<file path="src/rtl/ps2_pkg.sv">
// Shared PS/2 types and command/response codes used by the keyboard subsystem.
package ps2_pkg;

  typedef enum logic [2:0] {
    IDLE,
    INHIBIT,
    REQ,
    SHIFT,
    ACK,
    WAIT_IDLE
  } ps2_tx_state_t;

  localparam logic [7:0] PS2_CMD_SET_LEDS = 8'hED;
  localparam logic [7:0] PS2_CMD_ECHO     = 8'hEE;
  localparam logic [7:0] PS2_CMD_RESET    = 8'hFF;

  localparam logic [7:0] PS2_RSP_ACK      = 8'hFA;
  localparam logic [7:0] PS2_RSP_RESEND   = 8'hFE;

  // PS/2 uses odd parity: the parity bit makes the total count of ones odd.
  function automatic logic odd_parity(input logic [7:0] d);
    return ~^d;
  endfunction

endpackage

</file>
<file path="src/rtl/ps2_sync_edge.sv">
// Two-flop synchronizer for a raw PS/2 line plus a falling-edge detector.
module ps2_sync_edge (
  input  logic clk,
  input  logic clrn,
  input  logic async_in,
  output logic sync_out,
  output logic fall
);

  logic meta_q;
  logic sync_q;
  logic prev_q;

  // Lines idle high, so all stages reset to 1 to avoid a false edge after reset.
  always_ff @(posedge clk or negedge clrn) begin
    if (!clrn) begin
      meta_q <= 1'b1;
      sync_q <= 1'b1;
      prev_q <= 1'b1;
    end else begin
      meta_q <= async_in;
      sync_q <= meta_q;
      prev_q <= sync_q;
    end
  end

  assign sync_out = sync_q;
  assign fall     = prev_q & ~sync_q;

endmodule

</file>
<file path="src/rtl/ps2_host_tx.sv">
// Host-to-device PS/2 command transmitter (inhibit, request-to-send, shift, ack).
// Define PS2_TX_RETRY_EN to retry a failed (nack/timeout) transfer once.
module ps2_host_tx
  import ps2_pkg::*;
#(
  parameter int INHIBIT_CYCLES = 5000,
  parameter int TIMEOUT_CYCLES = 750000
) (
  input  logic       clk,
  input  logic       clrn,
  input  logic       ps2_clk,
  input  logic       ps2_data,
  output logic       ps2_clk_oe,
  output logic       ps2_data_oe,
  input  logic [7:0] tx_data,
  input  logic       tx_valid,
  output logic       tx_ready,
  output logic       busy,
  output logic       done,
  output logic       ack_err,
  output logic       timeout
);

  localparam int IW = $clog2(INHIBIT_CYCLES + 1);
  localparam int TW = $clog2(TIMEOUT_CYCLES + 1);
  localparam logic [IW-1:0] INH_LAST = IW'(INHIBIT_CYCLES - 1);
  localparam logic [TW-1:0] TO_LAST  = TW'(TIMEOUT_CYCLES - 1);

  ps2_tx_state_t state;
  logic [IW-1:0] inh_cnt;
  logic [TW-1:0] to_cnt;
  logic [3:0]    bit_cnt;
  logic [10:0]   frame;

  logic clk_s;
  logic clk_fe;
  logic data_s;
  logic data_fe_unused;
  logic to_expired;
  logic nack_seen;
  logic retry_ok;

  ps2_sync_edge u_clk_sync (
    .clk      (clk),
    .clrn     (clrn),
    .async_in (ps2_clk),
    .sync_out (clk_s),
    .fall     (clk_fe)
  );

  ps2_sync_edge u_data_sync (
    .clk      (clk),
    .clrn     (clrn),
    .async_in (ps2_data),
    .sync_out (data_s),
    .fall     (data_fe_unused)
  );

  assign to_expired = ((state == SHIFT) || (state == ACK)) && (to_cnt == TO_LAST);
  assign nack_seen  = (state == ACK) && clk_fe && data_s;

`ifdef PS2_TX_RETRY_EN
  logic retried;
  assign retry_ok = ~retried;
`else
  assign retry_ok = 1'b0;
`endif

  always_ff @(posedge clk or negedge clrn) begin
    if (!clrn) begin
      state       <= IDLE;
      ps2_clk_oe  <= 1'b0;
      ps2_data_oe <= 1'b0;
      tx_ready    <= 1'b1;
      busy        <= 1'b0;
      done        <= 1'b0;
      ack_err     <= 1'b0;
      timeout     <= 1'b0;
      inh_cnt     <= '0;
      to_cnt      <= '0;
      bit_cnt     <= '0;
      frame       <= '0;
`ifdef PS2_TX_RETRY_EN
      retried     <= 1'b0;
`endif
    end else begin
      done <= 1'b0;
      // A failed first attempt replays the latched frame from the inhibit phase.
      if (retry_ok && (to_expired || nack_seen)) begin
        state       <= INHIBIT;
        ps2_clk_oe  <= 1'b1;
        ps2_data_oe <= 1'b0;
        inh_cnt     <= '0;
`ifdef PS2_TX_RETRY_EN
        retried     <= 1'b1;
`endif
      end else begin
        case (state)
          IDLE: begin
            ps2_clk_oe  <= 1'b0;
            ps2_data_oe <= 1'b0;
            tx_ready    <= 1'b1;
            busy        <= 1'b0;
            if (tx_valid && tx_ready) begin
              frame      <= {1'b1, odd_parity(tx_data), tx_data, 1'b0};
              ack_err    <= 1'b0;
              timeout    <= 1'b0;
              inh_cnt    <= '0;
              ps2_clk_oe <= 1'b1;
              tx_ready   <= 1'b0;
              busy       <= 1'b1;
              state      <= INHIBIT;
`ifdef PS2_TX_RETRY_EN
              retried    <= 1'b0;
`endif
            end
          end
          INHIBIT: begin
            if (inh_cnt == INH_LAST) begin
              ps2_data_oe <= 1'b1;
              state       <= REQ;
            end else begin
              inh_cnt <= inh_cnt + IW'(1);
            end
          end
          REQ: begin
            ps2_clk_oe <= 1'b0;
            to_cnt     <= '0;
            bit_cnt    <= '0;
            state      <= SHIFT;
          end
          SHIFT, ACK: begin
            if (to_expired) begin
              ps2_clk_oe  <= 1'b0;
              ps2_data_oe <= 1'b0;
              timeout     <= 1'b1;
              done        <= 1'b1;
              state       <= IDLE;
            end else begin
              to_cnt <= to_cnt + TW'(1);
              if (clk_fe) begin
                if (state == SHIFT) begin
                  // Bit k of the frame goes out on falling edge k; the start bit is already on the line.
                  ps2_data_oe <= ~frame[bit_cnt + 4'd1];
                  if (bit_cnt == 4'd9) state <= ACK;
                  else bit_cnt <= bit_cnt + 4'd1;
                end else begin
                  ack_err <= data_s;
                  state   <= WAIT_IDLE;
                end
              end
            end
          end
          WAIT_IDLE: begin
            if (clk_s && data_s) begin
              done  <= 1'b1;
              state <= IDLE;
            end
          end
          default: state <= IDLE;
        endcase
      end
    end
  end

endmodule

</file>
<file path="config.mk">
export PLATFORM = sky130hd
export DESIGN_NAME = ps2_host_tx
export DESIGN_NICKNAME = d
export VERILOG_FILES = /design/src/rtl/ps2_pkg.sv /design/src/rtl/ps2_sync_edge.sv /design/src/rtl/ps2_host_tx.sv
export SDC_FILE = /design/constraint.sdc
export NUM_CORES = 1
export LEC_CHECK = 0
export CAP_MARGIN = 10
export CELL_PAD_IN_SITES_DETAIL_PLACEMENT = 0
export CELL_PAD_IN_SITES_GLOBAL_PLACEMENT = 1
export CORE_UTILIZATION = 46
export CTS_CLUSTER_DIAMETER = 40
export DETAILED_ROUTE_END_ITERATION = 12
export GPL_ROUTABILITY_DRIVEN = 0
export PLACE_DENSITY_LB_ADDON = 0.1
export SLEW_MARGIN = 20
export SYNTH_ARGS = -nofsm -noshare
export SYNTH_HDL_FRONTEND = slang
export SYNTH_SLANG_ARGS = --single-unit
export TNS_END_PERCENT = 50
</file>
<file path="constraint.sdc">
create_clock -name clk -period 2.35 [get_ports clk]
set_input_delay 0.235 -clock clk [delete_from_list [all_inputs] [get_ports clk]]
set_output_delay 0.235 -clock clk [all_outputs]
set_load 0.01 [all_outputs]
</file>
==> results of run 1 <==
cells in the mapped netlist, types with 2 or more instances:
| library cell | n | area (µm²) |
|---|---|---|
| a21o_1 | 2 | 15.0 |
| a21oi_1 | 17 | 85.1 |
| a22o_1 | 4 | 35.0 |
| a31oi_1 | 8 | 50.1 |
| a41o_1 | 3 | 30.0 |
| and2_1 | 4 | 25.0 |
| and3_1 | 4 | 25.0 |
| and4_1 | 5 | 43.8 |
| buf_2 | 5 | 25.0 |
| buf_4 | 2 | 15.0 |
| clkbuf_1 | 11 | 41.3 |
| dfrtp_1 | 56 | 1400 |
| dfstp_2 | 6 | 158 |
| ha_1 | 4 | 50.1 |
| inv_1 | 6 | 22.5 |
| mux2_2 | 2 | 22.5 |
| mux2i_1 | 6 | 60.1 |
| nand2_1 | 56 | 210 |
| nand2b_1 | 5 | 31.3 |
| nand3_1 | 19 | 95.1 |
| nand3b_1 | 4 | 30.0 |
| nand4_1 | 11 | 68.8 |
| nor2_1 | 20 | 75.1 |
| nor2b_1 | 4 | 25.0 |
| nor3_1 | 6 | 30.0 |
| nor3b_1 | 3 | 22.5 |
| nor4_1 | 5 | 31.3 |
| o211ai_1 | 2 | 15.0 |
| o21a_1 | 3 | 22.5 |
| o21ai_0 | 23 | 115 |
| o22ai_1 | 3 | 18.8 |
| o31ai_1 | 9 | 67.6 |
| or2_1 | 2 | 12.5 |
| or2_2 | 2 | 12.5 |
| or3_1 | 5 | 31.3 |
| or4_1 | 9 | 67.6 |
| xnor2_1 | 10 | 87.6 |
| xor2_1 | 7 | 61.3 |
area by class of cell:
type | count | area (µm²) | share of cell area [%]
well taps | 99 | 124 | 3.07
multi-input cells | 287 | 1810 | 44.8
repair buffers | 37 | 339 | 8.40
flip-flops and latches | 62 | 1560 | 38.6
clock buffers | 15 | 176 | 4.37
inverters | 6 | 22.5 | 0.558
clock inverters | 1 | 5.00 | 0.124
where the power goes:
| part | leakage, nW | internal [mW] | switching (mW) | total [mW] |
|---|---|---|---|---|
| logic | 0.800 | 0.654 | 0.914 | 1.57 |
| registers | 0.807 | 1.30 | 0.198 | 1.50 |
| clock network | 0.0937 | 0.470 | 0.414 | 0.884 |
| total | 1.70 | 2.43 | 1.53 | 3.95 |
cells by family after synthesis:
kind of cell	count (synthesis)	share of synthesized area, %
AND/OR/NAND/NOR	172	26.7
buffers and inverters	25	3.31
adder cells (fa/ha/maj)	4	1.44
AO/OA/AOI/OAI	83	15.6
multiplexers	11	3.78
flip-flops	62	44.9
XOR/XNOR	17	4.28
worst paths after layout:
path / end / slack, ps / from
setup / recovery: state[2] / 160 / to_cnt[0]
hold / removal: u_clk_sync.meta_q / 310 / ps2_clk
setup reg to reg: state[2] / 160 / to_cnt[0]
hold reg to reg: u_data_sync.sync_out / 360 / u_data_sync.meta_q
max in group asynchronous: u_clk_sync.prev_q / 1250 / clrn
min in group asynchronous: timeout / 430 / clrn
sequential cells by signal, indices dropped and copies added (netlist names), 3 cells and up:
signal and cells:
frame 10, state 3, to_cnt 20, bit_cnt 4
inh_cnt 13
cell usage in the layout, fill, tap and decap left out, types with 5 or more instances in the layout:
master           Yosys  final
dfrtp_1             56     56
or3_1                5      5
xor2_1               7      7
inv_1                6      6
o31ai_1              9      9
nand4_1             11     11
nor2_1              20     20
o21ai_0             23     23
clkbuf_8             0     12
dfstp_2              6      6
a31oi_1              8      8
nand2b_1             5      5
nand3_1             19     19
or4_1                9      9
and4_1               5      5
xnor2_1             10     10
clkdlybuf4s50_1      0     18
nor4_1               5      5
nor3_1               6      6
mux2i_1              6      6
nand2_1             56     56
buf_4                2     15
a21oi_1             17     17
repair_timing:
action	4_1_cts	5_1_grt
endpoints found under the setup margin	0	12
gates resized for setup	0	2
hold endpoints to repair	19	0
hold buffers	1	0
routing by layer:
layer / GRT usage [%] / routed length (µm) / up-vias
li1: - / - / 1426
met1: 30.4 / 3960 / 1429
met2: 34.8 / 3680 / 33
met3: 6.37 / 192 / 4
met4: 4.84 / 50 / 0
met5: 0 / 0 / -
==> run_results.csv, run 1 <==
group,metric,value,unit
floorplan,core,0.00729,mm²
detailed_routing,ant_nets,0,
cells_and_area,drive_gt1_share,12.7,%
cells_and_area,n_antenna_cell,0,
worst_hold_path,hold_path_depth,1,
floorplan,initial_utilization,47.7,%
sta,worst_pin_slew,586,ps
placement,dpl.cell_count,490,
placement,place_area,0.00383,mm²
critical_path,cp_cell_sequence,"ha_1 -> nand4_1 -> buf_6 -> or2_0 -> a21o_1 -> mux2_4",
floorplan,fp.dieH,88.9,µm
critical_path,worst-path-buf-inv,1,
critical_path,cp-end-kind,"flip-flop",
clock_network,clk_path_buf_depth,2,
critical_path,cp.arrival,2400,ps
power,power_density,980,mW/mm²
power,p_total,3.95,mW
worst_hold_path,hold_class,"in -> reg",
logic_synthesis,synth_cell_types,59,
global_route,track_usage,22.1,%
critical_path,crit_cells,6,
sta,tns,0,ps
cells_and_area,nFillCells,733,
detailed_routing,via_per_inst,5.70,
power,leakage,1.70,nW
sta,max_freq,456,MHz
detailed_routing,drc,0,
sta,setup_viol,0,
sta,period_minus_slack,2190,ps
clock_network,clkTransAtPathRegs,70,ps
logic_synthesis,synth-edff-count,0,
cells_and_area,fin_util,55.3,%
detailed_routing,routed_wl,7.89,mm
global_route,grt_max_degree,40,
sta,skew,12.0,ps
detailed_routing,firstDrtPassIters,4,
logic_synthesis,async_reset_ff_share,100,%
critical_path,cp_data_required_time,2560,ps
critical_path,cp_slowest_stage_delay,390,ps
placement,dp_hpwl,5.56,mm
outcome,status,"completed",
floorplan,die_width,88.9,µm
logic_synthesis,synth_seq_cells,62,
clock_network,htreeDepth,3,
cells_and_area,fin_area,0.00404,mm²
clock_network,cts_buffers,9,
sta,hold_viol_final,0,
logic_synthesis,ys_warn_count,0,
logic_synthesis,syn-cell-area,0.00348,mm²
sta,rsz0062_at_grt,"no",
job,drv_cap,0,
logic_synthesis,synthCells,374,
power,peakVddDrop,0.516,mV
critical_path,crit_path_start_kind,"flip-flop",
detailed_routing,vias,2892,
sta,holdWs,314,ps
clock_network,clock-root-buffer,"clkbuf_8",
logic_synthesis,yosysSeqAreaShare,44.9,%
global_route,grt_pass1_vias,2602,
critical_path,path_class,"reg -> reg",
cells_and_area,nets,420,
floorplan,ioPinCount,20,
sta,slew_violations,0,
sta,maxSlewHeadroom,60.9,%
sta,post-route-period-util,93.3,%
cells_and_area,area_growth,16.1,%
clock_network,post_cts_buffers,0,
detailed_routing,wl_per_cell,15.6,µm
placement,preCtsSetupSlack,97.3,ps
logic_synthesis,synth-main-ff-cell,"dfrtp_1",
critical_path,r2r_cells,6,
logic_synthesis,syn_nets,391,
placement,portBuffers,19,
cells_and_area,stdcell_count,507,
critical_path,crit_family,"simple AND/OR/NAND/NOR gates",
global_route,antenna_found_initial,0,
floorplan,dieArea,0.00791,mm²
critical_path,crit_path_max_fanout,9,
detailed_routing,drt_iter0_drc,120,
clock_network,clock_sink_count,62,
clock_network,cts_tree,"built",
critical_path,critPathSlowestCell,"dfrtp_1",
global_route,globalRouteOverflowTotal,0,
logic_synthesis,synth_area_per_cell,9.29,µm²
sta,worst_slack,157,ps
global_route,grt_pass1_wl,13.0,mm
floorplan,rows,31,
clock_network,clk_latency,340,ps
Power figures use the tool's default switching activity.
==> run 2: changes to the inputs <==
CORE_MARGIN = 3   (was unset)
==> run 2 against run 1 <==
  * Hold slack worse by 20 ps
  * Clock power down 6.3%
  * Via count down 1.1%
  * Wire length down 1.6%
  * Global-route usage down 2.2 points
  * Count of clock-buffer cells in the layout down 3
  * Setup slack worse by 52 ps
  * Register-to-register slack worse by 50 ps
  * Non-clock buffer count up 1
  * First-iteration DRC count up 23%
  * Critical path type unchanged
  * Critical endpoint unchanged
  * Largest cell class unchanged
  * Highest routed layer unchanged
==> run_results.csv, run 2 (same netlist as run 1, synthesis figures left out) <==
group,metric,value,unit
global_route,antenna_found_initial,0,
floorplan,rows,31,
detailed_routing,via_per_inst,5.63,
detailed_routing,ant_nets,0,
sta,hold_viol_final,0,
cells_and_area,nFillCells,700,
power,peakVddDrop,0.483,mV
cells_and_area,stdcell_count,508,
global_route,grt_pass1_wl,13.5,mm
sta,setup_viol,0,
cells_and_area,drive_gt1_share,13.2,%
clock_network,cts_tree,"built",
global_route,grt_max_degree,33,
placement,dpl.cell_count,491,
outcome,status,"completed",
floorplan,ioPinCount,20,
clock_network,clock_sink_count,62,
sta,rsz0062_at_grt,"yes",
power,power_density,966,mW/mm²
sta,slew_violations,0,
critical_path,crit_path_start_kind,"flip-flop",
sta,maxSlewHeadroom,51.2,%
clock_network,htreeDepth,3,
cells_and_area,n_antenna_cell,0,
detailed_routing,wl_per_cell,15.3,µm
cells_and_area,final_cell_mix,"56 x nand2_1, 56 x dfrtp_1, 22 x o21ai_0",
cells_and_area,fin_area,0.00403,mm²
sta,post-route-period-util,95.5,%
sta,skew,10.9,ps
placement,preCtsSetupSlack,136,ps
global_route,grt_pass1_vias,2816,
global_route,track_usage,19.8,%
clock_network,clk_latency,340,ps
cells_and_area,top_register,"to_cnt",
global_route,globalRouteOverflowTotal,0,
sta,holdWs,294,ps
clock_network,post_cts_buffers,0,
job,drv_cap,0,
floorplan,fp.dieH,92.9,µm
floorplan,core,0.00729,mm²
detailed_routing,routed_wl,7.76,mm
floorplan,die_width,92.9,µm
cells_and_area,reg_top3,"to_cnt: 20 flops, inh_cnt: 13 flops, frame: 10 flops",
cells_and_area,nets,421,
detailed_routing,drc,0,
sta,tns,0,ps
critical_path,path_class,"reg -> reg",
cells_and_area,largest_reg_flops,20,
floorplan,dieArea,0.00864,mm²
critical_path,cp.arrival,2470,ps
critical_path,cp_data_required_time,2580,ps
detailed_routing,firstDrtPassIters,4,
clock_network,clk_path_buf_depth,2,
placement,dp_hpwl,5.55,mm
detailed_routing,vias,2859,
sta,max_freq,446,MHz
floorplan,initial_utilization,47.7,%
placement,portBuffers,19,
critical_path,crit_path_max_fanout,8,
clock_network,cts_buffers,9,
worst_hold_path,hold_class,"in -> reg",
cells_and_area,area_growth,15.8,%
sta,worst_slack,106,ps
clock_network,clkTransAtPathRegs,70,ps
placement,place_area,0.00384,mm²
critical_path,cp-end-kind,"flip-flop",
clock_network,clock-root-buffer,"clkbuf_8",
power,leakage,1.70,nW
sta,worst_pin_slew,733,ps
detailed_routing,drt_iter0_drc,147,
sta,period_minus_slack,2240,ps
run 2: cell count changes in the layout (fill, tap and decap cells not counted):
cell        before  now
o21ai_0         23   22
clkinv_2         1    3
clkinvlp_4       0    1
o21ai_1          0    1
clkbuf_8        12   10
clkbuf_1         3    2
buf_4           15   17
buf_6            1    0
run 2: through the flow:
step | total power, mW | util, %
floorplan | 2.60 | -
global placement | 3.07 | 52.7
detailed placement | 3.07 | 52.7
CTS | 3.93 | 55.1
global route | 4.20 | 55.2
finish | 3.89 | 55.2
run 2: where the power goes:
part	total, mW	internal, mW	switching, mW	leakage [nW]
combinational	1.54	0.658	0.878	0.803
clock	0.828	0.407	0.421	0.0861
sequential	1.52	1.30	0.220	0.807
run 2: what timing repair did:
action / in CTS / in global routing
endpoints found under the hold margin: 26 / 0
gates resized for setup: 0 / 2
setup endpoints to repair: 0 / 16
hold buffers: 1 / 0
run 2: worst paths after layout:
| check | from | to | slack (ps) | depth (start not counted) |
|---|---|---|---|---|
| worst max register to register | to_cnt[9] | state[2] | 110 | 5 |
| worst min-delay path | ps2_data | u_data_sync.meta_q | 290 | 1 |
| worst min register to register | u_clk_sync.meta_q | u_clk_sync.sync_out | 360 | 0 |
| worst max-delay path | to_cnt[9] | state[2] | 110 | 5 |
| min in group asynchronous | clrn | ack_err | 490 | 2 |
| max in group asynchronous | clrn | u_clk_sync.prev_q | 1180 | 3 |
run 2: metal layers:
layer	track usage [%]	up-vias	share of wire, %	wire length (µm)
met4	7.33	0	0.88	68
met2	31.4	44	48	3760
li1	-	1437	-	-
met3	4.22	5	4.0	308
met1	26.7	1373	47	3630
met5	0	-	0	0
run 2: final cells by class:
class | instances | area, µm² | area share (%)
sequential | 62 | 1560 | 38.7
timing repair buffer | 38 | 343 | 8.52
clock buffer | 12 | 145 | 3.61
inverter | 6 | 22.5 | 0.560
clock inverter | 4 | 22.5 | 0.560
multi-input combinational | 287 | 1810 | 44.9
tap | 99 | 124 | 3.08
run 2: worst max-delay path, stage by stage, from the launching register on:
cell     delay [ps]
dfrtp_1         440
nor4b_2         290
nand4_1         370
or2_0           480
a21o_1          250
mux2_4          300
